File: config.mk
export PLATFORM = sky130hd
export DESIGN_NAME = imm_gen_pipe
export DESIGN_NICKNAME = d
export VERILOG_FILES = /design/src/rtl/imm_pkg.sv /design/src/rtl/imm_decode.sv /design/src/rtl/imm_gen_pipe.sv
export SDC_FILE = /design/constraint.sdc
export NUM_CORES = 1
export LEC_CHECK = 0
export BUFFER_PORTS_ARGS = -buffer_cell sky130_fd_sc_hd__buf_2
export CORE_MARGIN = 3
export CORE_UTILIZATION = 55
export DETAILED_ROUTE_END_ITERATION = 8
export PLACE_DENSITY = 0.8
export RECOVER_POWER = 50
export SLEW_MARGIN = 20
export SYNTH_ARGS = -nofsm -noshare
export SYNTH_HDL_FRONTEND = slang
export SYNTH_HIERARCHICAL = 1
export SYNTH_SLANG_ARGS = --single-unit
export TNS_END_PERCENT = 100
File: constraint.sdc
create_clock -name clk -period 2.6 [get_ports clk]
set_clock_uncertainty 0.2 [all_clocks]
set_input_delay 0.26 -clock clk [delete_from_list [all_inputs] [get_ports clk]]
set_output_delay 0.26 -clock clk [all_outputs]
set_load 0.01 [all_outputs]
File: src/rtl/imm_pkg.sv
// -----------------------------------------------------------------------------
// imm_pkg
// Shared definitions for the immediate generator pipeline:
//   - fmt_e      : immediate format codes presented on out_fmt
//   - OPC_*      : RV32/RV64 major opcode constants (instr[6:0])
//   - shamt_w()  : width of the OP-IMM shift amount for a given XLEN
// -----------------------------------------------------------------------------
package imm_pkg;

    typedef enum logic [2:0] {
        FMT_I    = 3'd0,
        FMT_S    = 3'd1,
        FMT_B    = 3'd2,
        FMT_U    = 3'd3,
        FMT_J    = 3'd4,
        FMT_Z    = 3'd5,   // CSR zimm (rs1 field)
        FMT_SH   = 3'd6,   // shift amount
        FMT_NONE = 3'd7
    } fmt_e;

    localparam logic [6:0] OPC_LOAD      = 7'b0000011;
    localparam logic [6:0] OPC_MISC_MEM  = 7'b0001111;
    localparam logic [6:0] OPC_OP_IMM    = 7'b0010011;
    localparam logic [6:0] OPC_AUIPC     = 7'b0010111;
    localparam logic [6:0] OPC_OP_IMM_32 = 7'b0011011;
    localparam logic [6:0] OPC_STORE     = 7'b0100011;
    localparam logic [6:0] OPC_OP        = 7'b0110011;
    localparam logic [6:0] OPC_LUI       = 7'b0110111;
    localparam logic [6:0] OPC_OP_32     = 7'b0111011;
    localparam logic [6:0] OPC_BRANCH    = 7'b1100011;
    localparam logic [6:0] OPC_JALR      = 7'b1100111;
    localparam logic [6:0] OPC_JAL       = 7'b1101111;
    localparam logic [6:0] OPC_SYSTEM    = 7'b1110011;

    // RV64 shifts reach 63, so the shamt field grows to 6 bits.
    function automatic int unsigned shamt_w(input int unsigned xlen);
        return (xlen == 64) ? 6 : 5;
    endfunction

endpackage

File: src/rtl/imm_decode.sv
// -----------------------------------------------------------------------------
// imm_decode
// Purely combinational immediate extraction for one 32-bit instruction word.
// Parameters:
//   XLEN      : immediate width, 32 or 64
//   EN_SYSTEM : 1 enables SYSTEM-opcode (CSR) decode, 0 makes it illegal
// Ports:
//   instr   in  32    instruction word
//   imm     out XLEN  extended immediate (0 for NONE / illegal)
//   fmt     out 3     format code (imm_pkg::fmt_e)
//   illegal out 1     opcode not supported in this configuration
// -----------------------------------------------------------------------------
module imm_decode
    import imm_pkg::*;
#(
    parameter int XLEN      = 32,
    parameter int EN_SYSTEM = 1
) (
    input  logic [31:0]     instr,
    output logic [XLEN-1:0] imm,
    output logic [2:0]      fmt,
    output logic            illegal
);

    localparam bit IS64   = (XLEN == 64);
    localparam bit SYS_ON = (EN_SYSTEM != 0);

    logic [6:0]  opc;
    logic [2:0]  funct3;
    logic        sign;
    logic [31:0] shamt_xlen;
    logic [31:0] shamt_5;

    // Immediate is built as a 32-bit value plus a flag saying whether the
    // upper XLEN-32 bits copy bit 31 (sign extension) or stay zero.
    logic [31:0] raw;
    logic        sext;
    fmt_e        fmt_sel;

    assign opc    = instr[6:0];
    assign funct3 = instr[14:12];
    assign sign   = instr[31];

    assign shamt_5    = {27'b0, instr[24:20]};
    assign shamt_xlen = (shamt_w(XLEN) == 6) ? {26'b0, instr[25:20]} : shamt_5;

    always_comb begin
        raw     = '0;
        sext    = 1'b0;
        fmt_sel = FMT_NONE;
        illegal = 1'b0;
        case (opc)
            OPC_OP_IMM: begin
                if (funct3 == 3'b001 || funct3 == 3'b101) begin
                    fmt_sel = FMT_SH;
                    raw     = shamt_xlen;
                end else begin
                    fmt_sel = FMT_I;
                    raw     = {{20{sign}}, instr[31:20]};
                    sext    = 1'b1;
                end
            end
            OPC_LOAD, OPC_JALR: begin
                fmt_sel = FMT_I;
                raw     = {{20{sign}}, instr[31:20]};
                sext    = 1'b1;
            end
            OPC_STORE: begin
                fmt_sel = FMT_S;
                raw     = {{20{sign}}, instr[31:25], instr[11:7]};
                sext    = 1'b1;
            end
            OPC_BRANCH: begin
                fmt_sel = FMT_B;
                raw     = {{19{sign}}, sign, instr[7], instr[30:25], instr[11:8], 1'b0};
                sext    = 1'b1;
            end
            OPC_LUI, OPC_AUIPC: begin
                fmt_sel = FMT_U;
                raw     = {instr[31:12], 12'b0};
                sext    = 1'b1;
            end
            OPC_JAL: begin
                fmt_sel = FMT_J;
                raw     = {{11{sign}}, sign, instr[19:12], instr[20], instr[30:21], 1'b0};
                sext    = 1'b1;
            end
            OPC_OP_IMM_32: begin
                if (!IS64) begin
                    illegal = 1'b1;
                end else if (funct3 == 3'b001 || funct3 == 3'b101) begin
                    // Word shifts only ever take a 5-bit amount.
                    fmt_sel = FMT_SH;
                    raw     = shamt_5;
                end else begin
                    fmt_sel = FMT_I;
                    raw     = {{20{sign}}, instr[31:20]};
                    sext    = 1'b1;
                end
            end
            OPC_OP_32: begin
                illegal = !IS64;
            end
            OPC_SYSTEM: begin
                if (!SYS_ON) begin
                    illegal = 1'b1;
                end else if (funct3[2]) begin
                    fmt_sel = FMT_Z;
                    raw     = {27'b0, instr[19:15]};
                end else if (funct3 != 3'b000) begin
                    // CSR address is an unsigned index, never sign-extended.
                    fmt_sel = FMT_I;
                    raw     = {20'b0, instr[31:20]};
                end
            end
            OPC_OP, OPC_MISC_MEM: begin
                fmt_sel = FMT_NONE;
            end
            default: begin
                illegal = 1'b1;
            end
        endcase
    end

    assign fmt = fmt_sel;

    genvar gi;
    for (gi = 0; gi < XLEN; gi++) begin : g_ext
        if (gi < 32) begin : g_low
            assign imm[gi] = raw[gi];
        end else begin : g_high
            assign imm[gi] = sext & raw[31];
        end
    end

endmodule

File: src/rtl/imm_gen_pipe.sv
// -----------------------------------------------------------------------------
// imm_gen_pipe
// One-cycle immediate generator with valid/ready handshake on both sides.
// Decode is combinational (imm_decode); this module holds an output register
// plus a one-entry skid register so in_ready can be a flop.
// Parameters: XLEN (32/64), TAG_W (sideband width), EN_SYSTEM (CSR decode)
// Ports:
//   clk, reset           clock, synchronous active-high reset
//   in_valid/in_ready    input handshake; in_ready is registered
//   in_instr, in_tag     instruction word and sideband tag
//   out_valid/out_ready  output handshake
//   out_imm, out_fmt     extended immediate and its format code
//   out_tag, out_illegal tag of this result, unsupported-opcode flag
//   illegal_cnt          saturating count of illegal results delivered
// -----------------------------------------------------------------------------
module imm_gen_pipe
    import imm_pkg::*;
#(
    parameter int XLEN      = 32,
    parameter int TAG_W     = 8,
    parameter int EN_SYSTEM = 1
) (
    input  logic             clk,
    input  logic             reset,
    input  logic             in_valid,
    output logic             in_ready,
    input  logic [31:0]      in_instr,
    input  logic [TAG_W-1:0] in_tag,
    output logic             out_valid,
    input  logic             out_ready,
    output logic [XLEN-1:0]  out_imm,
    output logic [2:0]       out_fmt,
    output logic [TAG_W-1:0] out_tag,
    output logic             out_illegal,
    output logic [15:0]      illegal_cnt
);

    logic [XLEN-1:0] dec_imm;
    logic [2:0]      dec_fmt;
    logic            dec_ill;

    imm_decode #(
        .XLEN      (XLEN),
        .EN_SYSTEM (EN_SYSTEM)
    ) u_decode (
        .instr   (in_instr),
        .imm     (dec_imm),
        .fmt     (dec_fmt),
        .illegal (dec_ill)
    );

    logic             out_valid_reg, out_valid_next;
    logic [XLEN-1:0]  out_imm_reg,   out_imm_next;
    logic [2:0]       out_fmt_reg,   out_fmt_next;
    logic [TAG_W-1:0] out_tag_reg,   out_tag_next;
    logic             out_ill_reg,   out_ill_next;

    logic             skid_valid_reg, skid_valid_next;
    logic [XLEN-1:0]  skid_imm_reg,   skid_imm_next;
    logic [2:0]       skid_fmt_reg,   skid_fmt_next;
    logic [TAG_W-1:0] skid_tag_reg,   skid_tag_next;
    logic             skid_ill_reg,   skid_ill_next;

    logic             in_ready_reg,   in_ready_next;
    logic [15:0]      cnt_reg,        cnt_next;

    logic push;
    logic pop;

    assign push = in_valid && in_ready_reg;
    assign pop  = out_valid_reg && out_ready;

    always_comb begin
        out_valid_next  = out_valid_reg;
        out_imm_next    = out_imm_reg;
        out_fmt_next    = out_fmt_reg;
        out_tag_next    = out_tag_reg;
        out_ill_next    = out_ill_reg;
        skid_valid_next = skid_valid_reg;
        skid_imm_next   = skid_imm_reg;
        skid_fmt_next   = skid_fmt_reg;
        skid_tag_next   = skid_tag_reg;
        skid_ill_next   = skid_ill_reg;

        if (skid_valid_reg) begin
            // in_ready is low whenever the skid is full, so no push here.
            if (pop) begin
                out_imm_next    = skid_imm_reg;
                out_fmt_next    = skid_fmt_reg;
                out_tag_next    = skid_tag_reg;
                out_ill_next    = skid_ill_reg;
                skid_valid_next = 1'b0;
            end
        end else if (push && (!out_valid_reg || pop)) begin
            out_valid_next = 1'b1;
            out_imm_next   = dec_imm;
            out_fmt_next   = dec_fmt;
            out_tag_next   = in_tag;
            out_ill_next   = dec_ill;
        end else if (push) begin
            // Output stalled: park the new result so nothing is lost.
            skid_valid_next = 1'b1;
            skid_imm_next   = dec_imm;
            skid_fmt_next   = dec_fmt;
            skid_tag_next   = in_tag;
            skid_ill_next   = dec_ill;
        end else if (pop) begin
            out_valid_next = 1'b0;
        end

        in_ready_next = !skid_valid_next;

        cnt_next = cnt_reg;
        if (pop && out_ill_reg && (cnt_reg != 16'hFFFF)) begin
            cnt_next = cnt_reg + 16'd1;
        end
    end

    always_ff @(posedge clk) begin
        if (reset) begin
            out_valid_reg  <= 1'b0;
            out_imm_reg    <= '0;
            out_fmt_reg    <= FMT_NONE;
            out_tag_reg    <= '0;
            out_ill_reg    <= 1'b0;
            skid_valid_reg <= 1'b0;
            skid_imm_reg   <= '0;
            skid_fmt_reg   <= FMT_NONE;
            skid_tag_reg   <= '0;
            skid_ill_reg   <= 1'b0;
            in_ready_reg   <= 1'b0;
            cnt_reg        <= '0;
        end else begin
            out_valid_reg  <= out_valid_next;
            out_imm_reg    <= out_imm_next;
            out_fmt_reg    <= out_fmt_next;
            out_tag_reg    <= out_tag_next;
            out_ill_reg    <= out_ill_next;
            skid_valid_reg <= skid_valid_next;
            skid_imm_reg   <= skid_imm_next;
            skid_fmt_reg   <= skid_fmt_next;
            skid_tag_reg   <= skid_tag_next;
            skid_ill_reg   <= skid_ill_next;
            in_ready_reg   <= in_ready_next;
            cnt_reg        <= cnt_next;
        end
    end

    assign in_ready    = in_ready_reg;
    assign out_valid   = out_valid_reg;
    assign out_imm     = out_imm_reg;
    assign out_fmt     = out_fmt_reg;
    assign out_tag     = out_tag_reg;
    assign out_illegal = out_ill_reg;
    assign illegal_cnt = cnt_reg;

endmodule

# Yosys cells after proc, flatten, opt, wreduce, memory -nomap -nowiden
# Index checks and enable logic that the tools add are counted.
[op_classes]
bitwise = 2
addsub = 1
n_eq_ne = 16
n_reduce_logical = 18
n_mux = 28
[ops]
columns = ["cell", "n"]
rows = [
  ["$pmux 32 s7", 1],
  ["$mux 32", 5],
  ["$eq 7x7->1 const B", 4],
  ["$mux 8", 3],
  ["$eq 7x6->1 const B", 3],
  ["$pmux 3 s7", 1],
  ["$mux 3", 6],
  ["$add 16x1->16 const B", 1],
  ["$ne 16x16->1 const B", 1],
  ["$eq 7x5->1 const B", 2],
  ["$mux 12", 1],
  ["$mux 1", 11],
  ["$reduce_or 11->1", 1],
  ["$eq 7x2->1 const B", 1],
  ["$eq 7x4->1 const B", 1],
  ["$reduce_and 3->1", 2],
  ["$logic_and 1x1->1", 5],
  ["$ne 2x1->1 const B", 2],
  ["$reduce_bool 2->1", 2],
  ["$reduce_or 2->1", 2],
  ["$eq 3x1->1 const B", 1],
  ["$eq 3x3->1 const B", 1],
  ["$reduce_bool 3->1", 1],
  ["$logic_not 1->1", 2],
  ["3 further kinds", 5],
]
[totals]
word_cells = 77
ff_bits = 107
in_bits = 44

# Depth between registers and ports, before layout
# Gate-level depths: netlist (run 1).
[logic_depth]
depth_word = 6
ltp_mapped = 8
ltp_nobuf = 6

# Cells and area by module
# Netlist (run 1), hierarchy kept.
[by_module_without_submodules]
columns = ["mod", "cells_per_inst", "area_per_inst_um2", "instances"]
rows = [
  ["imm_gen_pipe", 498, 4365.4, 1],
  ["imm_decode", 117, 785.8, 1],
]

# Worst setup path after synthesis (run 1)
# No wires, ideal clock.
[synth_timing]
kind = "reg-to-reg"
from = "register cnt_reg[0], in the netlist illegal_cnt[0]"
to = "register cnt_reg[14], in the netlist illegal_cnt[14]"
arrival_ns = 1.888
setup_time_ns = 0.070
stages_incl_launch_ff = 7
t_required_ns = 2.330
slack_ns = 0.442
path_cell_list = "dfxtp_1 ha_1 nand4_2 or3_1 clkbuf_2 or4_1 a21oi_1"
[synth_via]
elab_chain_cells = 2
[synth_rtl]
columns = ["item", "line_no", "text"]
rows = [
  ["start: declaration", "imm_gen_pipe.sv:65", "logic [15:0] cnt_reg, cnt_next;"],
  ["start signal: assignment", "imm_gen_pipe.sv:145", "cnt_reg <= cnt_next;"],
  ["branches (longest 2 deep; another with $add 16x1->16)", "-", ""],
]
# Parallel ways; which one is timed is not known.
# A chain may end at the register's enable or synchronous reset.

# Worst setup path after layout (run 1)
[layout_timing]
from = "register skid_valid_reg"
to = "register out_fmt_reg[0], in the netlist out_fmt[0]"
[layout_via]
elab_chain_cells = 2
[layout_rtl]
columns = ["item", "line_no", "text"]
rows = [
  ["start: declaration", "imm_gen_pipe.sv:58", "logic skid_valid_reg, skid_valid_next;"],
  ["start signal: assignment", "imm_gen_pipe.sv:139", "skid_valid_reg <= skid_valid_next;"],
  ["$ne 2x1->1 (no source line) / $reduce_bool 2->1 (equally long branches)", "-", ""],
  ["$reduce_and 2->1 (no source line)", "-", ""],
  ["end signal: assignment", "imm_gen_pipe.sv:136", "out_fmt_reg <= out_fmt_next;"],
  ["end: declaration", "imm_gen_pipe.sv:54", "logic [2:0] out_fmt_reg, out_fmt_next;"],
]
# Parallel ways exist; a longest one is shown, timed or not.

==> run summary, run 1 <==
Status - complete, no violations
Vias in the first global route - 4429
Top post-synthesis cells by area - dfxtp_1, mux2i_1, nand2_1
Synth Flop Type - dfxtp_1
CTS tree - built
Worst-margin pin slew - 0.972 ns
Register-to-Register Setup Slack - 0.27 ns
Post-synth ARST share - 0%
Period utilisation layout - 89.7%
Die width - 103 µm
RSZ-0062 raised after global routing - no
Post-route cell area - 0.00592 mm²
Clock-pin slew on the worst setup and hold paths - 0.12 ns
Reg2reg start - skid_valid_reg
Post-synth EDFFs - 0
Cells resized by post-CTS repair - 0
NetSw - 913 µW
Yosys top cell area share - 41.6%
Nets - 750
Ports - 106
VDD IR max - 0.278 mV
Post-synth top area cell - dfxtp_1
R2R cell count - 6
Synthesized area - 0.00515 mm²
Die height - 103 µm
Core Area - 0.00889 mm²
Max frequency - 429 MHz
Crit start category - flip-flop
I/O Buffers - 105
Type of the worst min-delay path - in -> reg
Worst EP required - 2.67 ns
Antenna violations before repair - 0
Synth-to-layout area growth - 15.0%
LEAKAGE - 2.11 nW
Internal power - 2.22 mW
Part of the power in registers - 55.1%
CP arrival - 2.40 ns
Clock network fraction of total power - 33.6%
First-pass GRT wire length - 21300 µm
Row count - 34
TNS Setup - 0 ns
Detail Route Antenna Nets - 0
Worst setup margin - 0.268 ns
DP Cell Count - 794
Final Util - 66.6%
Synth Warn # - 6
Clock Path Buffers - 2
CP max FO - 21
DPL Wire Length - 9220 µm
Synth cell types - 61
Hold path depth - 4
Max-cap check violation count - 0
Routed vias - 4786
GRT overflow - 0
Clock Root Buffer - clkbuf_8
Pin count of the biggest net entering global routing - 81
Final wirelength - 13200 µm
Reg2reg end - out_fmt[0]
Share of post-route cells with drive strength above 1 - 12.8%
Die area - 0.0106 mm²
Routability-driven placement congestion ratio - 0.953
Worst Hold Path EP - skid_valid_reg
Antenna diode count - 0
HP Start - out_ready
Worst setup EP type - flip-flop
CTS buffer count - 9
Final setup fails - 0
Avg Inst Size Synth - 8.38 µm²
Final Critical Period - 2.33 ns
Sequential cell area fraction in the yosys report - 41.6%
Post-Layout Cell Count - 818
Vias per cell - 5.85
Clock sink total - 107
Slew headroom - 35.2%
Hold Fails Final Rpt - 0
Flops & latches, synth - 107
Setup Crit Path Kind - reg -> reg
Syn Inst Count - 615
PwrDens - 529 mW/mm²
Combinational Power Share - 11.3%
DRC viols - 0
Post-DP Area - 0.00572 mm²
Pre-CTS setup slack - 0.337 ns
Worst skew pair latency - 0.38 ns
Wire per inst - 16.2 µm
Detailed Routing Iterations Pass 1 - 5
Switching Share - 29.1%
All-Layer GR Usage - 25.3%
Slew Limit Fails - 0
Synth Net Count - 660
Initial drt markers - 300
H-tree Lvls - 3
Starting Density - 57.9%
-- layout make-up --
class,instances,area [µm²]
Clock inverter,7,91.3
Timing Repair Buffer,125,623
Fill cell,799,2970
Inverter,10,37.5
Tap cell,108,135
Clock buffer,9,124
Sequential cell,107,2140
Multi-Input combinational cell,452,2770
-- power groups by stage --
stage | clock network, mW | registers (mW) | logic [mW]
6_report | 1.05 | 1.72 | 0.355
4_1_cts | 1.07 | 1.72 | 0.370
3_3_place_gp | 0 | 1.76 | 0.357
3_5_place_dp | 0 | 1.76 | 0.360
2_1_floorplan | 0 | 1.78 | 0.194
5_1_grt | 1.14 | 1.73 | 0.395
-- metrics by stage --
stage               hold WS (ns)  total power [mW]
global route              0.0866              3.27
finish                    0.0480              3.13
detailed placement         0.247              2.12
floorplan                  0.193              1.97
CTS                       0.0429              3.16
global placement           0.241              2.11
-- cell usage in the layout, fill, tap and decap left out, types with 6 or more instances in the layout --
cell type and n:
nor3_1 8, clkbuf_8 9, nor2_1 49, or4_1 6
buf_4 9, a211oi_1 43, inv_1 10, nor2b_1 6
buf_2 42, clkbuf_1 64, a21oi_1 61, mux2i_1 41
nand4_1 7, dlygate4sd3_1 8, o31ai_1 8, dfxtp_1 107
nand2_1 100, a21boi_2 6, a21o_1 23, nand3_1 10
o21ai_0 12
-- timing repair --
action,in CTS,in global routing
hold buffers,8,0
endpoints found under the hold margin,8,0
buffers inserted,0,0
-- cells in the mapped netlist, types with 4 or more instances --
cell,count
nand2_1,100
o31ai_1,8
nor2b_1,6
a21boi_2,6
a21oi_1,61
clkbuf_1,23
inv_1,10
a22oi_1,5
buf_1,8
a21o_1,23
o21ai_0,12
mux2i_1,41
nor3_1,7
buf_2,12
nor2_1,50
a211oi_1,43
and3_1,4
or4_1,6
or3_1,5
nand3b_1,5
dfxtp_1,107
nand4_1,7
nand3_1,10
-- worst max-delay path, stage by stage, from the launching register on --
cell and delay, ns:
dfxtp_1 0.37, buf_4 0.34, nand2_1 0.15, a21boi_4 0.25, clkbuf_1 0.51, nor2b_1 0.11, a211o_1 0.28
-- per-layer routing --
layer | GRT usage, % | vias to the layer above | share of wire, %
met5 | 0 | - | 0
met4 | 10.2 | 0 | 2.6
met3 | 4.53 | 31 | 4.8
met2 | 41.2 | 132 | 47
met1 | 33.5 | 2229 | 46
li1 | - | 2394 | -
-- how the worst max path moves through the flow --
stage / from / end / cells after the start
3_5_place_dp: in_instr[2] / out_imm[6] / 7
6_report: skid_valid_reg / out_fmt[0] / 6
3_3_place_gp: in_instr[2] / out_imm[13] / 7
2_1_floorplan: illegal_cnt[0] / illegal_cnt[14] / 6
4_1_cts: illegal_cnt[0] / illegal_cnt[14] / 5
5_1_grt: skid_valid_reg / out_fmt[0] / 6
-- logic make-up after synthesis --
group | after synthesis | share of synthesized area (%)
AND/OR/NAND/NOR | 223 | 20.4
flip-flops | 107 | 41.6
adder cells (fa/ha/maj) | 1 | 0.243
AO/OA/AOI/OAI | 184 | 24.4
multiplexers | 44 | 8.62
buffers and inverters | 56 | 4.79
No activity file was read; power rests on OpenSTA's default activity.
==> run 2: changes to the inputs <==
- BUFFER_PORTS_ARGS: -buffer_cell sky130_fd_sc_hd__buf_2 -> -buffer_cell sky130_fd_sc_hd__buf_4
==> run 2 against run 1 <==
Against the previous run:
- via count rose by 0.48%
- combinational power rose by 5.9%
- setup slack improved by 0.028 ns
- final area rose by 1.3%
- routed wire length increased by 4.3%
- sequential cell count did not move
- first-iteration DRC count up 1.3%
- power is essentially flat
- critical path depth down 1
- maximum frequency increased by 1.2%
==> run summary, run 2 (synthesis results as in run 1) <==
Status - complete, no violations
Clock Path Buffers - 2
Worst EP required - 2.71 ns
Pin count of the biggest net entering global routing - 61
Synth-to-layout area growth - 16.5%
DRC viols - 0
Vias per cell - 5.89
CP max stage cell - or3_1
RSZ-0062 raised after global routing - no
GRT overflow - 0
PwrDens - 522 mW/mm²
Wire per inst - 16.9 µm
Initial drt markers - 304
Routed vias - 4809
Setup Crit Path Kind - reg -> reg
Ports - 106
GR met3 Demand/Resource - 4.06%
Hold Fails Final Rpt - 0
Core Area - 0.00889 mm²
Post-Layout Cell Count - 817
Worst setup EP type - flip-flop
TNS Setup - 0 ns
Type of the worst min-delay path - in -> reg
VDD IR max - 0.321 mV
CTS buffer count - 9
Cells resized by post-CTS repair - 0
DP Cell Count - 793
LEAKAGE - 2.12 nW
Critical Path Max Stage Delay - 0.52 ns
Clock Root Buffer - clkbuf_8
Most frequent cells in the layout - dfxtp_1, nand2_1, clkbuf_1, a21oi_1, buf_4
Routability-driven placement congestion ratio - 0.881
Die width - 103 µm
H-tree Lvls - 3
CTS tree - built
Slew headroom - 38.2%
Met2 Resource Use GR - 42.0%
Hold Slack - 0.0661 ns
Clock-pin slew on the worst setup and hold paths - 0.12 ns
Crit start category - flip-flop
Final Total Pwr - 3.13 mW
First-pass GRT wire length - 22100 µm
Final Critical Period - 2.30 ns
Final wirelength - 13800 µm
Row count - 34
I/O Buffers - 105
Grt met1 use - 36.2%
Starting Density - 57.9%
Crit-path cells - ha_1, nand4_1, or3_1, or4_1, a21oi_1
Clock sink total - 107
Gr busiest metal - met2
CP max FO - 7
Share of post-route cells with drive strength above 1 - 12.7%
Nets - 749
Worst-margin pin slew - 0.927 ns
Vias in the first global route - 4508
Max-cap check violation count - 0
Period utilisation layout - 88.6%
Antenna diode count - 0
DPL Wire Length - 9620 µm
Final setup fails - 0
Die height - 103 µm
Post-CTS setup buffers - 0
All-Layer GR Usage - 26.3%
Max frequency - 434 MHz
Detailed Routing Iterations Pass 1 - 6
Die area - 0.0106 mm²
Antenna violations before repair - 0
Slew Limit Fails - 0
Most common cell after layout, fill and taps aside - dfxtp_1
CP arrival - 2.42 ns
Worst skew pair latency - 0.37 ns
Detail Route Antenna Nets - 0
==> run 2: cell types whose count changed in the layout (fill, tap and decap cells not counted), sizes merged <==
cell / previous run / this run
inv: 12 / 13
clkinvlp: 0 / 1
clkinv: 5 / 3
buf: 52 / 51
==> run 2: metrics by stage <==
stage	cell area (µm²)	worst slack [ns]	util [%]
floorplan	5150	0.442	-
global placement	5980	0.420	67.2
detailed placement	5980	0.353	67.2
CTS	6260	0.323	70.4
global route	6000	0.121	67.5
finish	6000	0.296	67.5
==> run 2: path summary, 6_finish.rpt <==
| kind | cells past startpoint | endpoint | from | slack (ns) |
|---|---|---|---|---|
| max | 5 | illegal_cnt[14] | illegal_cnt[0] | 0.30 |
| min | 3 | out_valid | in_valid | 0.07 |
| max reg2reg | 5 | illegal_cnt[14] | illegal_cnt[0] | 0.30 |
| min reg2reg | 2 | skid_imm_reg[30] | skid_imm_reg[30] | 0.26 |
==> run 2: metal layers <==
layer / share of wire [%] / wire [µm] / vias to the layer above
li1: - / - / 2393
met1: 45 / 6200 / 2241
met2: 47 / 6530 / 148
met3: 5.4 / 741 / 27
met4: 2.2 / 303 / 0
met5: 0 / 0 / -
==> run 2: layout make-up <==
class	count	area, µm²
well taps	108	135
clock inverters	7	80.1
inverters	10	37.5
multi-input cells	452	2760
repair buffers	124	722
fillers	832	2890
flip-flops and latches	107	2140
clock buffers	9	124
==> run 2: what timing repair did <==
item	CTS	global route
setup endpoints to repair	0	0
hold buffers	8	0
hold endpoints to repair	8	0
==> run 2: power breakdown <==
group          switching [mW]  internal, mW  total (mW)
Combinational           0.224         0.153       0.376
Sequential             0.0327          1.69        1.72
Clock                   0.650         0.384        1.03
Total                   0.907          2.23        3.13
==> run 2: worst max-delay path, delay by kind of cell (launching register included) <==
kind                       cells  cell delay (ns)
adders and majority gates      1             0.22
AOI/OAI and AO/OA              1             0.16
and+or+nand+nor                3             1.25
DFF                            1             0.43
